## config.mk

```make
export PLATFORM = sky130hd
export DESIGN_NAME = parking_keypad_front
export DESIGN_NICKNAME = d
export VERILOG_FILES = /design/src/rtl/parking_keypad_front.sv
export SDC_FILE = /design/constraint.sdc
export NUM_CORES = 1
export LEC_CHECK = 0
export ABC_CLOCK_PERIOD_IN_PS = 2800
export CORE_UTILIZATION = 55
export DETAILED_ROUTE_END_ITERATION = 6
export PLACE_DENSITY = 0.89
export SETUP_SLACK_MARGIN = 0.3
export SLEW_MARGIN = 10
export SYNTH_ARGS = -nofsm -noshare
export SYNTH_HDL_FRONTEND = slang
export SYNTH_SLANG_ARGS = --single-unit
```

## constraint.sdc

```tcl
create_clock -name clk -period 2.8 [get_ports clk]
set_input_delay 0.84 -clock clk [delete_from_list [all_inputs] [get_ports clk]]
set_output_delay 0.84 -clock clk [all_outputs]
set_load 0.02 [all_outputs]
```

## src/rtl/parking_keypad_front.sv

```systemverilog
// Keypad front end for user_proj_parking: assembles a two-digit passcode, turns the raw exit button
// into a single request, and holds off new requests while the controller runs. Macro LOCKOUT_EN adds failed-entry lockout.
module parking_keypad_front #(
    parameter int TIMEOUT_CYCLES = 255,
    parameter int BUSY_CYCLES    = 4,
    parameter int MAX_FAILS      = 3,
    parameter int LOCKOUT_CYCLES = 1023
) (
    input  logic       clk,
    input  logic       reset,
    input  logic       key_valid_i,
    input  logic [3:0] key_nibble_i,
    input  logic       key_clear_i,
    input  logic       key_enter_i,
    input  logic       exit_btn_i,
    input  logic       entry_gate_open_i,
    output logic [7:0] passcode_out_o,
    output logic       enter_req_o,
    output logic       exit_req_o,
    output logic [1:0] digits_entered_o,
    output logic       busy_o,
    output logic       locked_o
);
    localparam int TO_W = $clog2(TIMEOUT_CYCLES + 1);
    localparam int WT_W = $clog2(BUSY_CYCLES + 1);
    localparam logic [TO_W-1:0] TO_LAST = TO_W'(TIMEOUT_CYCLES - 1);
    localparam logic [WT_W-1:0] WT_LAST = WT_W'(BUSY_CYCLES - 1);

    typedef enum logic [1:0] {
        S_COLLECT,
        S_REQ_ENTRY,
        S_REQ_EXIT,
        S_WAIT
    } state_t;

    state_t          state_q, state_d;
    logic [7:0]      code_q, code_d;
    logic [1:0]      digits_q, digits_d;
    logic [TO_W-1:0] to_cnt_q, to_cnt_d;
    logic [WT_W-1:0] wait_cnt_q, wait_cnt_d;
    logic            seen_q, seen_d;
    logic            is_entry_q, is_entry_d;
    logic            exit_pend_q, exit_pend_d;
    logic [7:0]      pass_q, pass_d;
    logic            enter_req_q, exit_req_q, busy_q;

    logic exit_sync1_q, exit_sync2_q, exit_prev_q;
    logic exit_edge;
    logic key_block;
    logic valid_eff, clear_eff, enter_eff;
    logic wait_last, entry_done, entry_ok;

    assign exit_edge  = exit_sync2_q & ~exit_prev_q;
    assign valid_eff  = key_valid_i & ~key_block;
    assign clear_eff  = key_clear_i & ~key_block;
    assign enter_eff  = key_enter_i & ~key_block;
    assign wait_last  = (state_q == S_WAIT) && (wait_cnt_q == WT_LAST);
    assign entry_done = wait_last & is_entry_q;
    assign entry_ok   = seen_q | entry_gate_open_i;

    always_comb begin
        state_d     = state_q;
        code_d      = code_q;
        digits_d    = digits_q;
        to_cnt_d    = to_cnt_q;
        wait_cnt_d  = wait_cnt_q;
        seen_d      = seen_q;
        is_entry_d  = is_entry_q;
        exit_pend_d = exit_pend_q;
        pass_d      = pass_q;

        case (state_q)
            S_COLLECT: begin
                if (clear_eff) begin
                    code_d   = '0;
                    digits_d = '0;
                    to_cnt_d = '0;
                end else if (enter_eff) begin
                    to_cnt_d = '0;
                    if (digits_q == 2'd2) begin
                        state_d = S_REQ_ENTRY;
                        pass_d  = code_q;
                    end else begin
                        code_d   = '0;
                        digits_d = '0;
                    end
                end else if (valid_eff) begin
                    code_d   = {code_q[3:0], key_nibble_i};
                    to_cnt_d = '0;
                    if (digits_q != 2'd2) begin
                        digits_d = digits_q + 2'd1;
                    end
                end else begin
                    // A partial code left idle too long is discarded.
                    if (digits_q != 2'd0) begin
                        if (to_cnt_q == TO_LAST) begin
                            code_d   = '0;
                            digits_d = '0;
                            to_cnt_d = '0;
                        end else begin
                            to_cnt_d = to_cnt_q + TO_W'(1);
                        end
                    end
                    if (exit_pend_q) begin
                        state_d     = S_REQ_EXIT;
                        exit_pend_d = 1'b0;
                    end
                end
            end
            S_REQ_ENTRY: begin
                state_d    = S_WAIT;
                wait_cnt_d = '0;
                seen_d     = 1'b0;
                is_entry_d = 1'b1;
            end
            S_REQ_EXIT: begin
                state_d    = S_WAIT;
                wait_cnt_d = '0;
                seen_d     = 1'b0;
                is_entry_d = 1'b0;
            end
            S_WAIT: begin
                seen_d = seen_q | entry_gate_open_i;
                if (wait_cnt_q == WT_LAST) begin
                    state_d  = S_COLLECT;
                    code_d   = '0;
                    digits_d = '0;
                    to_cnt_d = '0;
                end else begin
                    wait_cnt_d = wait_cnt_q + WT_W'(1);
                end
            end
            default: state_d = S_COLLECT;
        endcase

        // A fresh edge must survive even the cycle that consumes the previous one.
        if (exit_edge) begin
            exit_pend_d = 1'b1;
        end
    end

    always_ff @(posedge clk or posedge reset) begin
        if (reset) begin
            state_q      <= S_COLLECT;
            code_q       <= '0;
            digits_q     <= '0;
            to_cnt_q     <= '0;
            wait_cnt_q   <= '0;
            seen_q       <= 1'b0;
            is_entry_q   <= 1'b0;
            exit_pend_q  <= 1'b0;
            pass_q       <= '0;
            enter_req_q  <= 1'b0;
            exit_req_q   <= 1'b0;
            busy_q       <= 1'b0;
            exit_sync1_q <= 1'b0;
            exit_sync2_q <= 1'b0;
            exit_prev_q  <= 1'b0;
        end else begin
            state_q      <= state_d;
            code_q       <= code_d;
            digits_q     <= digits_d;
            to_cnt_q     <= to_cnt_d;
            wait_cnt_q   <= wait_cnt_d;
            seen_q       <= seen_d;
            is_entry_q   <= is_entry_d;
            exit_pend_q  <= exit_pend_d;
            pass_q       <= pass_d;
            enter_req_q  <= (state_d == S_REQ_ENTRY);
            exit_req_q   <= (state_d == S_REQ_EXIT);
            busy_q       <= (state_d != S_COLLECT);
            exit_sync1_q <= exit_btn_i;
            exit_sync2_q <= exit_sync1_q;
            exit_prev_q  <= exit_sync2_q;
        end
    end

`ifdef LOCKOUT_EN
    localparam int FC_W = $clog2(MAX_FAILS + 1);
    localparam int LK_W = $clog2(LOCKOUT_CYCLES + 1);

    logic [FC_W-1:0] fail_cnt_q, fail_cnt_d;
    logic [LK_W-1:0] lock_cnt_q, lock_cnt_d;
    logic            locked_q, locked_d;

    // Only entry requests count; a gate seen open at any point during WAIT is a success.
    always_comb begin
        fail_cnt_d = fail_cnt_q;
        lock_cnt_d = lock_cnt_q;
        locked_d   = locked_q;
        if (locked_q) begin
            if (lock_cnt_q == LK_W'(LOCKOUT_CYCLES - 1)) begin
                locked_d   = 1'b0;
                fail_cnt_d = '0;
                lock_cnt_d = '0;
            end else begin
                lock_cnt_d = lock_cnt_q + LK_W'(1);
            end
        end else if (entry_done) begin
            if (entry_ok) begin
                fail_cnt_d = '0;
            end else if (fail_cnt_q == FC_W'(MAX_FAILS - 1)) begin
                fail_cnt_d = FC_W'(MAX_FAILS);
                locked_d   = 1'b1;
                lock_cnt_d = '0;
            end else begin
                fail_cnt_d = fail_cnt_q + FC_W'(1);
            end
        end
    end

    always_ff @(posedge clk or posedge reset) begin
        if (reset) begin
            fail_cnt_q <= '0;
            lock_cnt_q <= '0;
            locked_q   <= 1'b0;
        end else begin
            fail_cnt_q <= fail_cnt_d;
            lock_cnt_q <= lock_cnt_d;
            locked_q   <= locked_d;
        end
    end

    assign key_block = locked_q;
    assign locked_o  = locked_q;
`else
    logic unused_lock_inputs;
    assign unused_lock_inputs = entry_done ^ entry_ok;
    assign key_block = 1'b0;
    assign locked_o  = 1'b0;
`endif

    assign passcode_out_o   = pass_q;
    assign enter_req_o      = enter_req_q;
    assign exit_req_o       = exit_req_q;
    assign digits_entered_o = digits_q;
    assign busy_o           = busy_q;

endmodule

```

; ---- Yosys cells after proc, flatten, opt, wreduce, memory -nomap -nowiden
; Index checks and enable logic that the tools add are counted.
[totals]
out_inout_bits = 14
wordCells = 87
regBits = 38
[op_classes]
n_reduce_logical = 13
n_bitwise = 3
eq_ne = 18
add_sub_neg = 3
n_mux = 37
[op_table]
columns = operator, count
row1 = 8-bit 2-to-1 mux, 12
row2 = 8-bit case mux with 2 select lines, 2
row3 = 2-bit 2-to-1 mux, 14
row4 = "5-bit != test, second input constant", 3
row5 = 2-bit nonzero test, 5
row6 = "8-bit by 1-bit adder with 8-bit output, second input constant", 1
row7 = "2-bit == test, second input constant", 4
row8 = "8-bit == test, second input constant", 1
row9 = "2-bit by 1-bit != test with 1-bit output, second input constant", 4
row10 = 4-bit AND reduction, 2
row11 = 2-bit case mux with 3 select lines, 1
row12 = 3-bit case mux with 2 select lines, 1
row13 = 6-bit AND reduction, 1
row14 = 1-bit 2-to-1 mux, 5
row15 = 5-bit AND reduction, 1
row16 = "2-bit by 1-bit == test with 1-bit output, second input constant", 2
row17 = "2-bit != test, second input constant", 2
row18 = "4-bit != test, second input constant", 1
row19 = 2-bit case mux with 2 select lines, 1
row20 = "3-bit by 1-bit adder with 3-bit output, second input constant", 1
row21 = "3-bit by 2-bit == test with 1-bit output, second input constant", 1
row22 = 3-bit 2-to-1 mux, 1
row23 = 3-bit AND reduction, 1
row24 = "2-bit by 1-bit adder with 2-bit output, second input constant", 1
row25 = other kinds (5), 6

; ---- Logic depth before layout (Yosys ltp)
; Gate-level depths: netlist of the first run.
[depth]
ltp_word = 7
ltp_mapped = 8
depth_no_buf = 7

; ---- Worst setup path after synthesis of the first run
; No wires, ideal clock.
[synth_timing]
path_type = input -> register
startpoint = input key_enter_i
endpoint = register to_cnt_q[6]
required_time_ps = 2718
path_slack_ps = 867
path_stages = 4
n_path_buf = 0
arrival_time_ps = 1851
path_cell_list = or4_4 > a41oi_4 > nand3_2 > o22ai_1
[synth_via]
elab_chain_cells = 3
[synth_lines]
columns = item, line
row1 = from (decl), 14  ; input logic key_enter_i,
row2 = 8-bit 2-to-1 mux, 78  ; end else if (enter_eff) begin
row3 = 8-bit 2-to-1 mux, 74  ; if (clear_eff) begin
row4 = 8-bit case mux with 2 select lines, 72  ; case (state_q)
row5 = to (signal assigned), 163  ; to_cnt_q <= to_cnt_d;
row6 = to (decl), 39  ; logic [TO_W-1:0] to_cnt_q, to_cnt_d;
; Parallel ways exist; a longest one is shown, timed or not.
; A chain may end at the register's enable or synchronous reset.

; ---- Worst setup path after layout of the first run
[layout_timing]
startpoint = input key_enter_i
endpoint = register exit_req_q (netlist: exit_req_o)
[layout_via]
elab_chain_cells = 4
[layout_lines]
columns = item, line
row1 = 2-bit 2-to-1 mux, 78
row2 = 2-bit 2-to-1 mux, 74
row3 = 2-bit case mux with 3 select lines, 72
row4 = named net state_d[0], 36  ; state_t state_q, state_d;
row5 = 2-bit == test, 170  ; exit_req_q <= (state_d == S_REQ_EXIT);
row6 = to (signal assigned), 170
row7 = to (decl), 45  ; logic enter_req_q, exit_req_q, busy_q;
; The timed path passes the listed nets, and every way through them passes these cells.

==> flow_metrics.py, run 1 <==
metrics = {
    "placed_design": {
        "place_area_um2": 2136,
        "dp_worst_setup_slack_ns": 0.04759,
        "dp_hpwl_um": 2698,
        "gp_congestion": 0.8320,
        "port_buffers": 22,
    },
    "min_path": {
        "worstHoldPathType": "flop to flop",
        "min_delay_worst_endpoint": "exit_sync2_q",
        "hp-start": "exit_sync1_q",
        "hold_depth": 0,
    },
    "critical_path": {
        "r2r_start": "state_q[0]",
        "ff2ff_path_depth": 6,
        "slowest_delay_ns": 0.62,
        "rr_endpoint": "code_q[4]",
        "critical_path_cell_count": 6,
        "crit_arrival_ns": 2.77,
        "critical_path.endpoint_type": "flop",
        "cp_max_fo": 7,
        "crit_family": "simple AND/OR/NAND/NOR gates",
        "cp_cell_sequence": "clkdlybuf4s50_1 > nor4b_1 > mux2i_1 > a221oi_2 > inv_2 > nor2_1",
        "critPathLaunchType": "input port",
        "path_class": "input port to flop",
        "cp_slowest_cell": "nor4b_1",
        "cp_data_required_time_ns": 3.09,
        "path_buf_inv": 2,
        "rrSetupSlack_ns": 0.81,
    },
    "clock_tree": {
        "numClockSinks": 38,
        "cts_tree": "done",
        "postCtsSetupRepairBufs": 0,
        "root_buffer": "clkbuf_4",
        "hold_buffers": 0,
        "cts-htree-levels": 2,
        "cts-buffers-inserted": 5,
        "clock_latency_ns": 0.35,
        "clk_pin_slew_ns": 0.12,
        "clockBufferDepth": 2,
        "cts_resized": 0,
    },
    "logic_synthesis": {
        "netlist_instances": 176,
        "synth_cell_types": 40,
        "postSynthRegisterBits": 38,
        "yosys_warnings": 0,
        "async_flop_share_pct": 100.0,
        "synth_flop_cell": "dfrtp_1",
        "synth.net_count": 195,
        "syn_area_um2": 1859,
        "synth_edf_count": 0,
        "synth.avg_cell_area_um2": 10.56,
        "synth_seq_area_share_pct": 51.14,
    },
    "global_routing": {
        "use_met3_pct": 7.143,
        "grt_overflow": 0,
        "antenna_found_initial": 0,
        "grtUsageMet2_pct": 40.82,
        "groute.usage.overall_pct": 24.61,
        "grt_pass1_vias": 1418,
        "gr-usage-met1_pct": 29.45,
        "grt_pass1_wl_um": 6375,
        "busiest_layer": "met2",
        "grt_max_degree": 39,
    },
    "route": {
        "drc": 0,
        "drt_iter0_markers": 51,
        "first_pass_iters": 4,
        "routed_wl_um": 3799,
        "avgViaCountPerCell": 5.665,
        "vias": 1405,
        "antenna_left": 0,
        "wl_per_cell_um": 15.32,
    },
    "sta": {
        "setup_tns_ns": 0,
        "slew_headroom_pct": 60.11,
        "finalSetupViolCount": 0,
        "rsz0062_at_grt": "yes",
        "finalCritPeriodShare_pct": 88.55,
        "max_freq_ghz": 0.4033,
        "setup_slack_ns": 0.3205,
        "period_minus_slack_ns": 2.480,
        "finalMaxSlewViolations": 0,
        "fin_skew_ns": 0.003658,
        "tightest_slew_ns": 0.5901,
        "finalHoldViolCount": 0,
    },
    "layout": {
        "final_cell_mix": "dfrtp_1, nand2_1, clkdlybuf4s50_1",
        "final_nets": 223,
        "fill_cells": 210,
        "syn_to_final_growth_pct": 18.17,
        "drive_above_1_share_pct": 10.29,
        "n_antenna_cell": 0,
        "final_area_um2": 2197,
        "layout_commonest_cell": "dfrtp_1",
        "final_core_util_pct": 70.24,
    },
    "run": {
        "max-cap-violations": 0,
    },
    "die": {
        "start_util_pct": 59.44,
        "die_x_um": 60.14,
        "design.die.area_um2": 3617,
        "die_h_um": 60.14,
        "core-area_um2": 3128,
        "io_pins": 25,
        "rows": 20,
    },
    "power_and_ir_drop": {
        "leakage_nw": 0.9840,
        "pwr-share-comb_pct": 41.2,
        "clkPwrFrac_pct": 16.8,
        "max-vdd-ir-drop_mv": 0.5929,
        "swShare_pct": 38.84,
        "p_int_w": 0.001020,
        "cellPowerDensity_nw_per_um2": 758.9,
        "seq_power_share_pct": 42.0,
        "p_sw_w": 0.0006476,
    },
    "run_status": {
        "status": "finished, final reports clean",
    },
}
## metal layers
metal	vias up	part of all wire [%]
met2	46	51
met1	692	42
met5	-	0
li1	657	-
met3	10	5.3
met4	0	2.1
## flip-flops by register name, summed over array words and instances, names as in the netlist
signal            cells
code_q                8
passcode_out_o        8
to_cnt_q              8
wait_cnt_q            3
digits_entered_o      2
state_q               2
busy_o                1
enter_req_o           1
exit_pend_q           1
exit_prev_q           1
exit_req_o            1
exit_sync1_q          1
exit_sync2_q          1
## worst max path at each step
stage                start     endpoint  slack [ns]
2_1_floorplan  key_enter_i  to_cnt_q[6]        0.87
3_3_place_gp   key_enter_i  to_cnt_q[7]        0.18
3_5_place_dp   key_enter_i    code_q[4]        0.05
4_1_cts        key_enter_i    code_q[4]        0.42
5_1_grt        key_enter_i   exit_req_o        0.28
6_report       key_enter_i   exit_req_o        0.32
## logic make-up after synthesis
family                   after synthesis  share of synthesized area [%]
XOR/XNOR                               1                         0.4711
flip-flops                            38                          51.14
other                                  1                         0.2017
buffers and inverters                 26                          5.585
multiplexers                          14                          7.604
AND/OR/NAND/NOR                       53                          15.41
AO/OA/AOI/OAI                         35                          14.20
adder cells (fa/ha/maj)                8                          5.384
## layout make-up
type | instances | area (µm²) | area share [%]
flip-flops and latches | 38 | 950.9 | 43.28
multi-input cells | 112 | 813.3 | 37.02
repair buffers | 25 | 242.7 | 11.05
inverters | 22 | 82.58 | 3.759
well taps | 44 | 55.05 | 2.506
clock buffers | 5 | 37.54 | 1.708
clock inverters | 2 | 15.01 | 0.6834
## through the flow
stage,hold WS (ns),cells,power (W)
2_1_floorplan,0.3312,176,0.001193
3_3_place_gp,0.3440,241,0.001315
3_5_place_dp,0.3370,241,0.001379
4_1_cts,0.3755,248,0.001657
5_1_grt,0.3785,248,0.001772
6_report,0.3694,248,0.001667
## Yosys cell counts (2+ instances only)
cell type | n | share of area (%)
dfrtp_1 | 38 | 51
o21ai_0 | 8 | 2.2
buf_2 | 2 | 0.54
mux2i_1 | 13 | 7.0
inv_1 | 21 | 4.2
nor2_1 | 7 | 1.4
nand2_2 | 2 | 0.67
nand4_1 | 2 | 0.67
nand3_1 | 4 | 1.1
o2bb2ai_1 | 3 | 1.4
and3_1 | 3 | 1.0
o22ai_1 | 4 | 1.3
a22o_1 | 2 | 0.94
nand2b_1 | 3 | 1.0
ha_1 | 8 | 5.4
nand2_1 | 24 | 4.8
nor4b_2 | 2 | 1.6
a21oi_1 | 4 | 1.1
o21ai_1 | 5 | 1.3
## power by group through the flow
| stage | logic [W] | registers (W) | clock network (W) |
|---|---|---|---|
| floorplan | 0.000474 | 0.000720 | 0 |
| global placement | 0.000617 | 0.000698 | 0 |
| detailed placement | 0.000671 | 0.000708 | 0 |
| CTS | 0.000675 | 0.000699 | 0.000284 |
| global route | 0.000754 | 0.000707 | 0.000311 |
| finish | 0.000686 | 0.000701 | 0.000280 |
Note: power is estimated with default switching activity, not from simulation.
==> inputs of run 2 (changes only) <==
CORE_UTILIZATION = 58   (was 55)
PLACE_DENSITY = 0.93   (was 0.89)
==> run 2 against run 1 <==
Compared with the run above:
- power is 15% higher
- utilization is 3.4 points higher
- global-route usage is 6.1 points higher
- cell count is 0.40% higher
- first-iteration DRC count is 20% higher
- critical endpoint is now code_q[1]
- hold slack better by 0.0098 ns
- clock power is 78% higher
- clock skew is 0.0060 ns higher
- sequential share of layout area is 0.96 points lower
==> flow_metrics.py, run 2 (synthesis gave the netlist of run 1 again) <==
metrics = {
    "sta": {
        "fin_skew_ns": 0.009638,
        "slew_headroom_pct": 60.88,
        "finalCritPeriodShare_pct": 86.50,
        "max_freq_ghz": 0.4129,
        "setup_tns_ns": 0,
        "period_minus_slack_ns": 2.422,
        "finalMaxSlewViolations": 0,
        "finalHoldViolCount": 0,
        "finalSetupViolCount": 0,
        "rsz0062_at_grt": "no",
        "tightest_slew_ns": 0.5867,
    },
    "clock_tree": {
        "hold_buffers": 0,
        "postCtsSetupRepairBufs": 0,
        "clock_latency_ns": 0.36,
        "root_buffer": "clkbuf_4",
        "cts-htree-levels": 2,
        "numClockSinks": 38,
        "clockBufferDepth": 2,
        "cts_tree": "done",
        "cts-buffers-inserted": 5,
        "cts_resized": 0,
        "clk_pin_slew_ns": 0.12,
    },
    "die": {
        "start_util_pct": 60.90,
        "rows": 20,
        "core-area_um2": 3053,
        "die_x_um": 58.62,
        "die_h_um": 58.62,
        "design.die.area_um2": 3436,
        "io_pins": 25,
    },
    "critical_path": {
        "cp_data_required_time_ns": 3.08,
        "critPathLaunchType": "input port",
        "ff2ff_path_depth": 6,
        "cp_slowest_cell": "clkdlybuf4s50_1",
        "rr_endpoint": "code_q[1]",
        "cp-endpoint": "code_q[1]",
        "startpoint": "key_enter_i",
        "critical_path_cell_count": 5,
        "slowest_delay_ns": 0.55,
        "path_class": "input port to flop",
        "crit_family": "simple AND/OR/NAND/NOR gates",
        "cp_max_fo": 8,
        "cp_cell_sequence": "clkdlybuf4s50_1 > nor4b_2 > o31ai_1 > nand2_2 > mux2i_1",
        "crit_arrival_ns": 2.70,
        "r2r_start": "state_q[0]",
        "critical_path.endpoint_type": "flop",
        "path_buf_inv": 1,
        "rrSetupSlack_ns": 0.62,
    },
    "global_routing": {
        "groute.usage.overall_pct": 30.75,
        "grt_pass1_wl_um": 7603,
        "antenna_found_initial": 0,
        "grt_overflow": 0,
        "grt_pass1_vias": 1621,
        "grt_max_degree": 39,
    },
    "layout": {
        "syn_to_final_growth_pct": 20.86,
        "fill_cells": 190,
        "final_cell_mix": "dfrtp_1, nand2_1, clkdlybuf4s50_1",
        "drive_above_1_share_pct": 10.73,
        "final_area_um2": 2247,
        "layout_commonest_cell": "dfrtp_1",
        "final_nets": 223,
        "n_antenna_cell": 0,
    },
    "route": {
        "first_pass_iters": 4,
        "drc": 0,
        "routed_wl_um": 4795,
        "vias": 1513,
        "wl_per_cell_um": 19.26,
        "drt_iter0_markers": 61,
        "avgViaCountPerCell": 6.076,
        "antenna_left": 0,
    },
    "min_path": {
        "hold_depth": 0,
        "worstHoldPathType": "flop to flop",
    },
    "power_and_ir_drop": {
        "leakage_nw": 1.015,
        "max-vdd-ir-drop_mv": 0.6394,
        "cellPowerDensity_nw_per_um2": 856.7,
    },
    "run_status": {
        "status": "finished, final reports clean",
    },
    "placed_design": {
        "dp_hpwl_um": 3071,
        "port_buffers": 22,
        "place_area_um2": 2136,
        "gp_congestion": 0.8354,
    },
    "run": {
        "max-cap-violations": 0,
    },
}
## run 2: cell types whose count changed in the layout (fill, tap and decap cells not counted)
cell and change:
bufinv_16 +2, clkinvlp_4 -2, clkbuf_8 +1, nor4b_2 +1, nor4b_4 -1
## run 2: worst register-to-register path: stages (launching register included)
cell     delay, ns
dfrtp_1       0.43
inv_1         0.10
ha_1          0.34
nor4b_2       0.48
o31ai_1       0.22
nand2_2       0.28
mux2i_1       0.26
## run 2: final cells by class
type	instances	area, µm²	area share [%]
well taps	44	55.05	2.450
multi-input cells	112	804.5	35.80
repair buffers	25	242.7	10.80
flip-flops and latches	38	950.9	42.32
inverters	22	82.58	3.675
clock inverters	2	60.06	2.673
clock buffers	6	51.30	2.283
## run 2: how the worst min path moves through the flow
stage	slack (ns)	to	from
2_1_floorplan	0.33	exit_sync2_q	exit_sync1_q
3_3_place_gp	0.34	exit_sync2_q	exit_sync1_q
3_5_place_dp	0.34	exit_sync2_q	exit_sync1_q
4_1_cts	0.38	exit_sync2_q	exit_sync1_q
5_1_grt	0.39	exit_sync2_q	exit_sync1_q
6_report	0.38	exit_sync2_q	exit_sync1_q
## run 2: stage by stage
stage	hold WS, ns	instances	utilization (%)	setup slack (ns)	total power (W)
after floorplan	0.3312	176	-	0.8668	0.001193
after global placement	0.3438	241	69.96	0.1907	0.001312
after detailed placement	0.3433	241	69.96	0.04636	0.001384
after CTS	0.3838	249	73.61	0.4120	0.001897
after global routing	0.3880	249	73.61	0.3382	0.001984
final	0.3792	249	73.61	0.3781	0.001925
## run 2: report_power, final
| group | total [W] | switching, W | internal (W) | leakage, nW |
|---|---|---|---|---|
| Clock | 0.000499 | 0.000197 | 0.000302 | 0.0585 |
| Sequential | 0.000700 | 0.0000600 | 0.000639 | 0.505 |
| Combinational | 0.000727 | 0.000441 | 0.000286 | 0.452 |
## run 2: per-layer routing
| layer | GRT usage [%] | routed length, µm |
|---|---|---|
| met5 | 0 | 0 |
| met2 | 53.53 | 2498 |
| met4 | 17.69 | 227 |
| met3 | 7.692 | 286 |
| met1 | 34.32 | 1782 |
==> inputs of run 3 (changes only) <==
ABC_CLOCK_PERIOD_IN_PS = 1990   (was 2800)
CORE_UTILIZATION = 49   (was 58)
PLACE_DENSITY = 0.84   (was 0.93)
clock period = 1.99 ns   (was 2.8 ns; I/O delays follow)
==> run 3 against run 2 <==
Compared with the run above:
- sequential power rose by 41%
- global-route usage fell by 8.7 points
- first-iteration DRC count rose by 1.6%
- largest cell class is now multi-input gates
==> flow_metrics.py, run 3 (synthesis gave the netlist of run 1 again) <==
metrics = {
    "run_status": {
        "status": "finished, final reports clean",
    },
    "die": {
        "io_pins": 25,
        "start_util_pct": 50.79,
        "die_h_um": 63.60,
        "die_x_um": 63.60,
        "design.die.area_um2": 4045,
        "core-area_um2": 3661,
        "rows": 22,
    },
    "route": {
        "wl_per_cell_um": 15.80,
        "drc": 0,
        "avgViaCountPerCell": 5.434,
        "routed_wl_um": 4298,
        "first_pass_iters": 4,
        "antenna_left": 0,
        "vias": 1478,
        "drt_iter0_markers": 62,
    },
    "global_routing": {
        "busiest_layer": "met2",
        "gr-usage-met1_pct": 27.00,
        "antenna_found_initial": 0,
        "groute.usage.overall_pct": 22.09,
        "grt_overflow": 0,
        "grtUsageMet2_pct": 35.24,
        "use_met3_pct": 6.884,
        "grt_max_degree": 39,
        "grt_pass1_wl_um": 6762,
        "grt_pass1_vias": 1493,
    },
    "layout": {
        "n_antenna_cell": 0,
        "syn_to_final_growth_pct": 36.94,
        "final_core_util_pct": 69.55,
        "multi_input_area_um2": 957.2,
        "final_cell_mix": "dfrtp_1, nand2_1, buf_4",
        "final_nets": 242,
        "final_area_um2": 2546,
        "layout_commonest_cell": "dfrtp_1",
        "drive_above_1_share_pct": 27.23,
        "fill_cells": 250,
        "ff_latch_area_um2": 953.4,
    },
    "sta": {
        "period_minus_slack_ns": 1.728,
        "finalSetupViolCount": 0,
        "finalCritPeriodShare_pct": 86.84,
        "fin_skew_ns": 0.005764,
        "setup_tns_ns": 0,
        "finalHoldViolCount": 0,
        "max_freq_ghz": 0.5787,
        "rsz0062_at_grt": "yes",
        "finalMaxSlewViolations": 0,
        "fin_hold_ws_ns": 0.3583,
    },
    "clock_tree": {
        "cts_tree": "done",
        "hold_buffers": 0,
        "cts-htree-levels": 2,
        "root_buffer": "clkbuf_8",
        "clk_pin_slew_ns": 0.08,
        "clock_latency_ns": 0.30,
        "clockBufferDepth": 2,
        "cts-buffers-inserted": 5,
        "numClockSinks": 38,
    },
    "run": {
        "max-cap-violations": 0,
    },
    "critical_path": {
        "r2r_start": "state_q[1]",
        "startpoint": "state_q[1]",
        "cp-endpoint": "enter_req_o",
        "ff2ff_path_depth": 8,
        "critical_path.endpoint_type": "flop",
        "cp_max_fo": 5,
        "critPathLaunchType": "flop",
        "rr_endpoint": "enter_req_o",
        "cp_data_required_time_ns": 2.23,
        "rrSetupSlack_ns": 0.26,
        "crit_arrival_ns": 1.96,
        "path_class": "flop to flop",
    },
    "power_and_ir_drop": {
        "p_int_w": 0.001973,
        "p_sw_w": 0.001126,
        "clkPwrFrac_pct": 21.4,
        "leakage_nw": 1.190,
        "swShare_pct": 36.32,
        "seq_power_share_pct": 31.8,
        "cellPowerDensity_nw_per_um2": 1217,
        "pwr-share-comb_pct": 46.8,
        "max-vdd-ir-drop_mv": 0.7455,
    },
    "min_path": {
        "worstHoldPathType": "flop to flop",
    },
    "placed_design": {
        "port_buffers": 22,
        "place_area_um2": 2208,
        "dp_hpwl_um": 2256,
        "gp_congestion": 0.8106,
    },
}
-- run 3: cell count changes in the layout (fill, tap and decap cells not counted), moves of 4 or more --
cell,delta
clkbuf_4,-5
clkdlybuf4s50_1,-16
buf_4,+16
dlygate4sd2_1,+13
ha_1,-4
clkbuf_8,+4
-- run 3: worst min-delay path by stage --
stage | start | endpoint | depth (start not counted)
floorplan | exit_sync1_q | exit_sync2_q | 0
global placement | exit_sync1_q | exit_sync2_q | 0
detailed placement | exit_sync1_q | exit_sync2_q | 0
CTS | exit_sync1_q | exit_sync2_q | 0
global route | exit_sync1_q | exit_sync2_q | 0
finish | exit_sync1_q | exit_sync2_q | 0
-- run 3: power by group through the flow --
stage | Sequential, W | Combinational (W) | Clock [W]
after floorplan | 0.00101 | 0.000685 | 0
after global placement | 0.000983 | 0.000916 | 0
after detailed placement | 0.000987 | 0.000939 | 0
after CTS | 0.000978 | 0.00108 | 0.000659
after global routing | 0.000998 | 0.00155 | 0.000691
final | 0.000984 | 0.00145 | 0.000664
-- run 3: final cells by class --
| class | count | share of cell area, % |
|---|---|---|
| Clock inverter | 2 | 1.474 |
| Sequential cell | 38 | 37.44 |
| Clock buffer | 6 | 2.850 |
| Multi-Input combinational cell | 112 | 37.59 |
| Timing Repair Buffer | 44 | 15.04 |
| Inverter | 22 | 3.243 |
| Tap cell | 48 | 2.359 |
-- run 3: critical path, stage by stage (launching register included) --
cell and delay, ns:
dfrtp_1 0.41, inv_2 0.07, ha_4 0.19, buf_6 0.13
nor2_1 0.23, o21bai_4 0.20, a221o_1 0.27, inv_2 0.06
nor2_1 0.10
-- run 3: metrics by stage --
stage	instances	worst slack (ns)	total power (W)
3_3_place_gp	252	-0.2824	0.001900
4_1_cts	266	0.2803	0.002722
6_report	272	0.2620	0.003099
5_1_grt	272	0.1863	0.003240
2_1_floorplan	176	0.3071	0.001699
3_5_place_dp	252	-0.3175	0.001926
-- run 3: per-layer routing --
metal | vias up | part of all wire (%)
li1 | 699 | -
met3 | 17 | 6.0
met4 | 0 | 4.1
met2 | 56 | 49
met1 | 706 | 41
met5 | - | 0
-- run 3: timing repair --
item | 4_1_cts | 5_1_grt
setup buffers | 6 | 6
setup endpoints to repair | 36 | 23
hold endpoints to repair | 0 | 0
resized for setup | 33 | 22
pin swaps | 4 | 8
==> variant 1: new RTL, settings of run 3 <==
Add a define of `LOCKOUT_EN`.
--- a/src/rtl/parking_keypad_front.sv
+++ b/src/rtl/parking_keypad_front.sv
@@ -1,5 +1,7 @@
 // Keypad front end for user_proj_parking: assembles a two-digit passcode, turns the raw exit button
 // into a single request, and holds off new requests while the controller runs. Macro LOCKOUT_EN adds failed-entry lockout.
+`define LOCKOUT_EN
+
 module parking_keypad_front #(
     parameter int TIMEOUT_CYCLES = 255,
     parameter int BUSY_CYCLES    = 4,
Function: same outputs for any inputs over 4 cycles, from zero or initial values and one cycle with reset high; that may be too few to reach the edited logic, so the function may still have changed.
==> variant 1 against run 3 <==
Fmax decreased by 1.9%; sequential cell count increased by 15; sequential share of layout area decreased by 1.0 points; worst hold slack improved by 0.013 ns; final area increased by 43%; sequential power increased by 41%; synthesized area increased by 44%; total power increased by 15%; setup slack got worse by 0.033 ns; count of clock-buffer cells in the layout unchanged; wire length increased by 62%; largest cell class unchanged; highest routed layer unchanged.
==> variant 1: results (changes against run 3) <==
{
  "placement": {
    "detailedPlacementHpwl": {"value": 4069, "unit": "um", "change": "was 2256 um"},
    "placedCellCount": {"value": 369, "change": "was 252"},
    "numPortBuffers": {"value": 24, "change": "was 22"},
    "place_area": {"value": 3124, "unit": "um^2", "change": "was 2208 um^2"},
    "place_congestion": {"value": 0.7781, "change": "was 0.8106"}
  },
  "routing": {
    "routed-via-count": {"value": 2346, "change": "was 1478"},
    "avgRoutedWirePerCell": {"value": 17.24, "unit": "um", "change": "was 15.80 um"},
    "drt-initial-drc-count": {"value": 194, "change": "was 62"}
  },
  "job": {
    "maxCapViolations": {"value": 0, "change": "unchanged"}
  },
  "global_routing": {
    "grt_first_pass_wirelength": {"value": 10390, "unit": "um", "change": "was 6762 um"},
    "grt_start_max_net_pins": {"value": 54, "change": "was 39"},
    "groute.usage.overall": {"value": 24.43, "unit": "%", "change": "was 22.09%"}
  },
  "pwr": {
    "leakagePower": {"value": 1.670, "unit": "nW", "change": "was 1.190 nW"},
    "irDropWorstVdd": {"value": 0.6795, "unit": "mV", "change": "was 0.7455 mV"}
  },
  "worst_setup_path": {
    "worst-path-max-fanout": {"value": 8, "change": "was 5"},
    "regToRegSetupSlack": {"value": 0.23, "unit": "ns", "change": "was 0.26 ns"},
    "critPathTopFamily": {"value": "compound AO/OA/AOI/OAI gates", "change": "unchanged"},
    "slowest_delay": {"value": 0.41, "unit": "ns", "change": "about the same"}
  },
  "final_layout": {
    "instances_no_fill": {"value": 404, "change": "was 272"},
    "registers.top_by_ff_count": "lock_cnt_q",
    "number_of_nets_in_the_final_layout": {"value": 356, "change": "was 242"},
    "share_of_post_route_cells_with_drive_strength_above_1": {"value": 34.13, "unit": "%", "change": "was 27.23%"}
  },
  "logic_synthesis": {
    "synth.area.top_cells": {"value": "dfrtp_1 50%, ha_1 5.6%, o21ai_1 5.4%", "change": "was dfrtp_1 51%, mux2i_1 7.0%, ha_1 5.4%"},
    "number_of_library_cell_types_mapped_by_synthesis": {"value": 47, "change": "was 40"},
    "synth.net_count": {"value": 285, "change": "was 195"},
    "synth.yosys.seq_area_share": {"value": 49.65, "unit": "%", "change": "was 51.14%"},
    "synth_commonest_cells": {"value": "53 x dfrtp_1, 30 x nand2_1, 29 x o21ai_1", "change": "was 38 x dfrtp_1, 24 x nand2_1, 21 x inv_1"},
    "syn-mean-instance-area": {"value": 10.20, "unit": "um^2", "change": "was 10.56 um^2"}
  },
  "sta": {
    "final.hold.worst_slack": {"value": 0.3715, "unit": "ns", "change": "was 0.3583 ns"},
    "finalClockSkew": {"value": 0.002796, "unit": "ns", "change": "was 0.005764 ns"}
  },
  "clock_tree": {
    "numCtsBuffers": {"value": 5, "change": "unchanged"},
    "clock-root-buffer": {"value": "clkbuf_8", "change": "unchanged"},
    "cts.reportedPaths.clkPinSlew": {"value": 0.10, "unit": "ns", "change": "was 0.08 ns"}
  },
  "run_status": {
    "status": {"value": "finished clean", "change": "unchanged"}
  }
}
## variant 1: cell types whose count changed after synthesis, moves of 4 or more
cell and change:
o21ai_1 +24, dfrtp_1 +15, inv_1 -6, mux2_2 +7, a21oi_1 +7, nand2_1 +6
nand3_1 +11, ha_1 +4, mux2i_1 -13, nor2_1 +10
## variant 1: where the power goes
part           internal, mW  switching, mW
combinational         0.611          0.808
clock                 0.378          0.369
sequential             1.25          0.137
total                  2.24           1.31
## variant 1: timing repair
action / in CTS / in global routing
gates cloned: 3 / 0
pin swaps: 6 / 27
setup buffers: 7 / 17
endpoints found under the hold margin: 0 / 0
setup endpoints to repair: 49 / 40
resized for setup: 34 / 46
## variant 1: kinds of logic after synthesis
family	after synthesis	synth area share [%]
simple gates	86	17.47
fa+ha+maj	12	5.620
buf+inv	23	3.934
xor+xnor	1	0.3279
compound gates	79	19.63
mux	8	3.373
flops	53	49.65
## variant 1: cell type report
| type | count | area, um^2 |
|---|---|---|
| well taps | 70 | 87.58 |
| clock buffers | 6 | 72.57 |
| flip-flops and latches | 53 | 1330 |
| inverters | 16 | 63.81 |
| clock inverters | 2 | 38.79 |
| multi-input cells | 187 | 1449 |
| repair buffers | 70 | 610.6 |
| fillers | 333 | 1520 |
## variant 1: through the flow
step / utilization, % / setup WS, ns
after global placement: 60.40 / -0.1367
after global routing: 70.61 / 0.1165
after CTS: 65.09 / 0.2621
after floorplan: - / 0.3165
final: 70.61 / 0.2292
after detailed placement: 60.40 / -0.2480
## variant 1: metal layers
| layer | global-route usage, % | up-vias | part of all wire, % |
|---|---|---|---|
| met5 | 0 | - | 0 |
| met4 | 11.11 | 0 | 3.2 |
| met3 | 4.497 | 24 | 3.0 |
| li1 | - | 1084 | - |
| met2 | 42.08 | 67 | 52 |
| met1 | 29.73 | 1171 | 42 |
## variant 1: worst paths after layout
| path | startpoint | to | depth (start not counted) |
|---|---|---|---|
| min reg2reg | exit_sync1_q$_DFF_PP0_ | exit_sync2_q$_DFF_PP0_ | 0 |
| max in group asynchronous | reset | lock_cnt_q[1]$_DFFE_PP0P_ | 3 |
| max | to_cnt_q[0]$_DFFE_PP0P_ | code_q[4]$_DFFE_PP0P_ | 8 |
| min in group asynchronous | reset | state_q[0]$_DFF_PP0_ | 3 |
| min | exit_sync1_q$_DFF_PP0_ | exit_sync2_q$_DFF_PP0_ | 0 |
| max reg2reg | to_cnt_q[0]$_DFFE_PP0P_ | code_q[4]$_DFFE_PP0P_ | 8 |
==> variant 2: new RTL, config.mk and constraints of run 3 <==
Made on the original files. The output `exit_req_o` loses its register stage (`exit_req_q` becomes a continuous assignment).
--- a/src/rtl/parking_keypad_front.sv
+++ b/src/rtl/parking_keypad_front.sv
@@ -151,7 +151,6 @@
             exit_pend_q  <= 1'b0;
             pass_q       <= '0;
             enter_req_q  <= 1'b0;
-            exit_req_q   <= 1'b0;
             busy_q       <= 1'b0;
             exit_sync1_q <= 1'b0;
             exit_sync2_q <= 1'b0;
@@ -167,13 +166,14 @@
             exit_pend_q  <= exit_pend_d;
             pass_q       <= pass_d;
             enter_req_q  <= (state_d == S_REQ_ENTRY);
-            exit_req_q   <= (state_d == S_REQ_EXIT);
             busy_q       <= (state_d != S_COLLECT);
             exit_sync1_q <= exit_btn_i;
             exit_sync2_q <= exit_sync1_q;
             exit_prev_q  <= exit_sync2_q;
         end
     end
+
+    assign exit_req_q = (state_d == S_REQ_EXIT);
 
 `ifdef LOCKOUT_EN
     localparam int FC_W = $clog2(MAX_FAILS + 1);
Function: changed (a bounded check fails within 4 cycles, from zero or initial values and one cycle with reset high).
==> variant 2 against run 3 <==
Final area up 6.2%; largest cell class unchanged; largest power group unchanged; synthesized area shrank 1.0%; total power rose by 16%; first-iteration DRC count increased by 58%; wire length up 9.1%; highest routed layer unchanged; clock power decreased by 25%; the run now ends with negative setup slack left; final cell count grew 4.8%; clock skew shrank 0.00059 ns; sequential cell count is 1 lower; setup slack got worse by 0.73 ns; combinational power increased by 50%; sequential share of layout area down 3.2 points.
==> variant 2: results (changes against run 3) <==
{
  "logic_synthesis": {
    "synth.area.top_cells": {"value": "dfrtp_1 50%, mux2i_1 6.5%, ha_1 5.4%", "change": "was dfrtp_1 51%, mux2i_1 7.0%, ha_1 5.4%"},
    "synth.yosys.seq_area_share": {"value": 50.31, "unit": "%", "change": "was 51.14%"},
    "syn-mean-instance-area": {"value": 10.76, "unit": "um^2", "change": "was 10.56 um^2"},
    "number_of_library_cell_types_mapped_by_synthesis": {"value": 40, "change": "unchanged"},
    "synth.net_count": {"value": 190, "change": "was 195"},
    "synth_commonest_cells": {"value": "37 x dfrtp_1, 21 x nand2_1, 19 x inv_1", "change": "was 38 x dfrtp_1, 24 x nand2_1, 21 x inv_1"}
  },
  "pwr": {
    "irDropWorstVdd": {"value": 0.6293, "unit": "mV", "change": "was 0.7455 mV"},
    "leakagePower": {"value": 1.327, "unit": "nW", "change": "was 1.190 nW"}
  },
  "run_status": {
    "violations": "negative setup slack",
    "status": {"value": "complete, but fails checks", "change": "was finished clean"}
  },
  "placement": {
    "place_congestion": {"value": 0.7495, "change": "was 0.8106"},
    "detailedPlacementHpwl": {"value": 2722, "unit": "um", "change": "was 2256 um"},
    "place_ws": {"value": -1.244, "unit": "ns", "change": "was -0.3175 ns"},
    "numPortBuffers": {"value": 22, "change": "unchanged"}
  },
  "sta": {
    "setup-violations-final": {"value": 1, "change": "was 0"},
    "finalClockSkew": {"value": 0.005171, "unit": "ns", "change": "was 0.005764 ns"},
    "setup_ws": {"value": -0.4638, "unit": "ns", "change": "was 0.2620 ns"}
  },
  "global_routing": {
    "grt_start_max_net_pins": {"value": 38, "change": "was 39"},
    "grtUsageMet3": {"value": 4.710, "unit": "%", "change": "was 6.884%"},
    "globalRouteMet2Util": {"value": 45.16, "unit": "%", "change": "was 35.24%"},
    "grt_first_pass_wirelength": {"value": 7389, "unit": "um", "change": "was 6762 um"},
    "first_global_vias": {"value": 1558, "change": "was 1493"},
    "groute.usage.overall": {"value": 24.81, "unit": "%", "change": "was 22.09%"},
    "met1_usage": {"value": 27.27, "unit": "%", "change": "was 27.00%"}
  },
  "routing": {
    "drt-initial-drc-count": {"value": 98, "change": "was 62"},
    "first_pass_iters": {"value": 4, "change": "unchanged"},
    "drt-vias-per-instance": {"value": 5.295, "change": "was 5.434"},
    "route.final.wire_length": {"value": 4691, "unit": "um", "change": "was 4298 um"},
    "routed-via-count": {"value": 1509, "change": "was 1478"}
  },
  "clock_tree": {
    "clock-root-buffer": {"value": "clkbuf_8", "change": "unchanged"},
    "clock_insertion_delay_worst_skew_ns": 0.29,
    "cts_buffer_depth": {"value": 2, "change": "unchanged"}
  },
  "final_layout": {
    "number_of_nets_in_the_final_layout": {"value": 257, "change": "was 242"},
    "share_of_post_route_cells_with_drive_strength_above_1": {"value": 38.91, "unit": "%", "change": "was 27.23%"}
  },
  "hold_path": {
    "holdCritPathClass": {"value": "flip-flop to flip-flop", "change": "unchanged"}
  },
  "worst_setup_path": {
    "worst-path-max-fanout": {"value": 2, "change": "was 5"},
    "critical_path_arrival": {"value": 1.86, "unit": "ns", "change": "was 1.96 ns"}
  }
}
## variant 2: cell types whose count changed after synthesis, sizes merged, moves of 3 or more
cell            run 3  this run
a22o                2         8
nand2              26        22
nand3               5         2
nor2b               0         5
o2bb2ai             3         0
## variant 2: worst paths after layout
path                                              from                 endpoint  slack (ns)  cells past startpoint
min in group asynchronous                        reset     state_q[0]$_DFF_PP0_        0.71                      3
worst min register to register  exit_sync1_q$_DFF_PP0_   exit_sync2_q$_DFF_PP0_        0.35                      0
worst min-delay path            exit_sync1_q$_DFF_PP0_   exit_sync2_q$_DFF_PP0_        0.35                      0
worst max-delay path              state_q[1]$_DFF_PP0_               exit_req_o       -0.46                      7
max in group asynchronous                        reset  to_cnt_q[6]$_DFFE_PP0P_        0.96                      3
worst max register to register    state_q[1]$_DFF_PP0_    code_q[5]$_DFFE_PP0P_        0.11                      9
## variant 2: area by class of cell
class                      count  area [um^2]
inverter                      21        81.33
clock buffer                   6        72.57
clock inverter                 2        10.01
tap                           46        57.56
timing repair buffer          65        574.3
sequential                    37        925.9
multi-input combinational    108        983.4
fill                         215        763.2
## variant 2: where the power goes
part	total, mW	leakage [nW]	switching (mW)	internal, mW
registers	0.936	0.492	0.0644	0.872
clock network	0.499	0.0450	0.257	0.242
logic	2.17	0.790	1.01	1.16
total	3.60	1.33	1.33	2.27
## variant 2: timing repair
item | 4_1_cts | 5_1_grt
setup buffers | 17 | 2
endpoints found under the setup margin | 35 | 24
pin swaps | 17 | 8
resized for setup | 78 | 8
## variant 2: cells by family after synthesis
| group | synth area share [%] |
|---|---|
| AND/OR/NAND/NOR | 16.52 |
| flip-flops | 50.31 |
| AO/OA/AOI/OAI | 13.26 |
| buffers and inverters | 6.050 |
| multiplexers | 7.750 |
| adder cells (fa/ha/maj) | 5.439 |
| other | 0.2037 |
| XOR/XNOR | 0.4760 |
## variant 2: worst max-delay path, stage by stage, from the launching register on
cell	delay, ns
dfrtp_1	0.38
inv_2	0.08
ha_4	0.28
nor2_2	0.05
o21bai_1	0.17
a221o_1	0.37
nor2_4	0.13
buf_6	0.12
## variant 2: per-layer routing
metal	up-vias	wire [um]
met5	-	0
met4	0	77
met3	7	135
met2	35	2602
met1	748	1875
li1	719	-
## variant 2: stage by stage
stage | setup TNS, ns | hold slack, ns | total power, mW | instance area (um^2)
2_1_floorplan | -0.2465 | 0.3312 | 1.743 | 1866
3_3_place_gp | -6.418 | 0.3329 | 2.193 | 2282
3_5_place_dp | -7.391 | 0.3364 | 2.281 | 2282
4_1_cts | -0.3975 | 0.3522 | 3.446 | 2671
5_1_grt | -0.5976 | 0.3612 | 3.778 | 2705
6_report | -0.4638 | 0.3528 | 3.604 | 2705
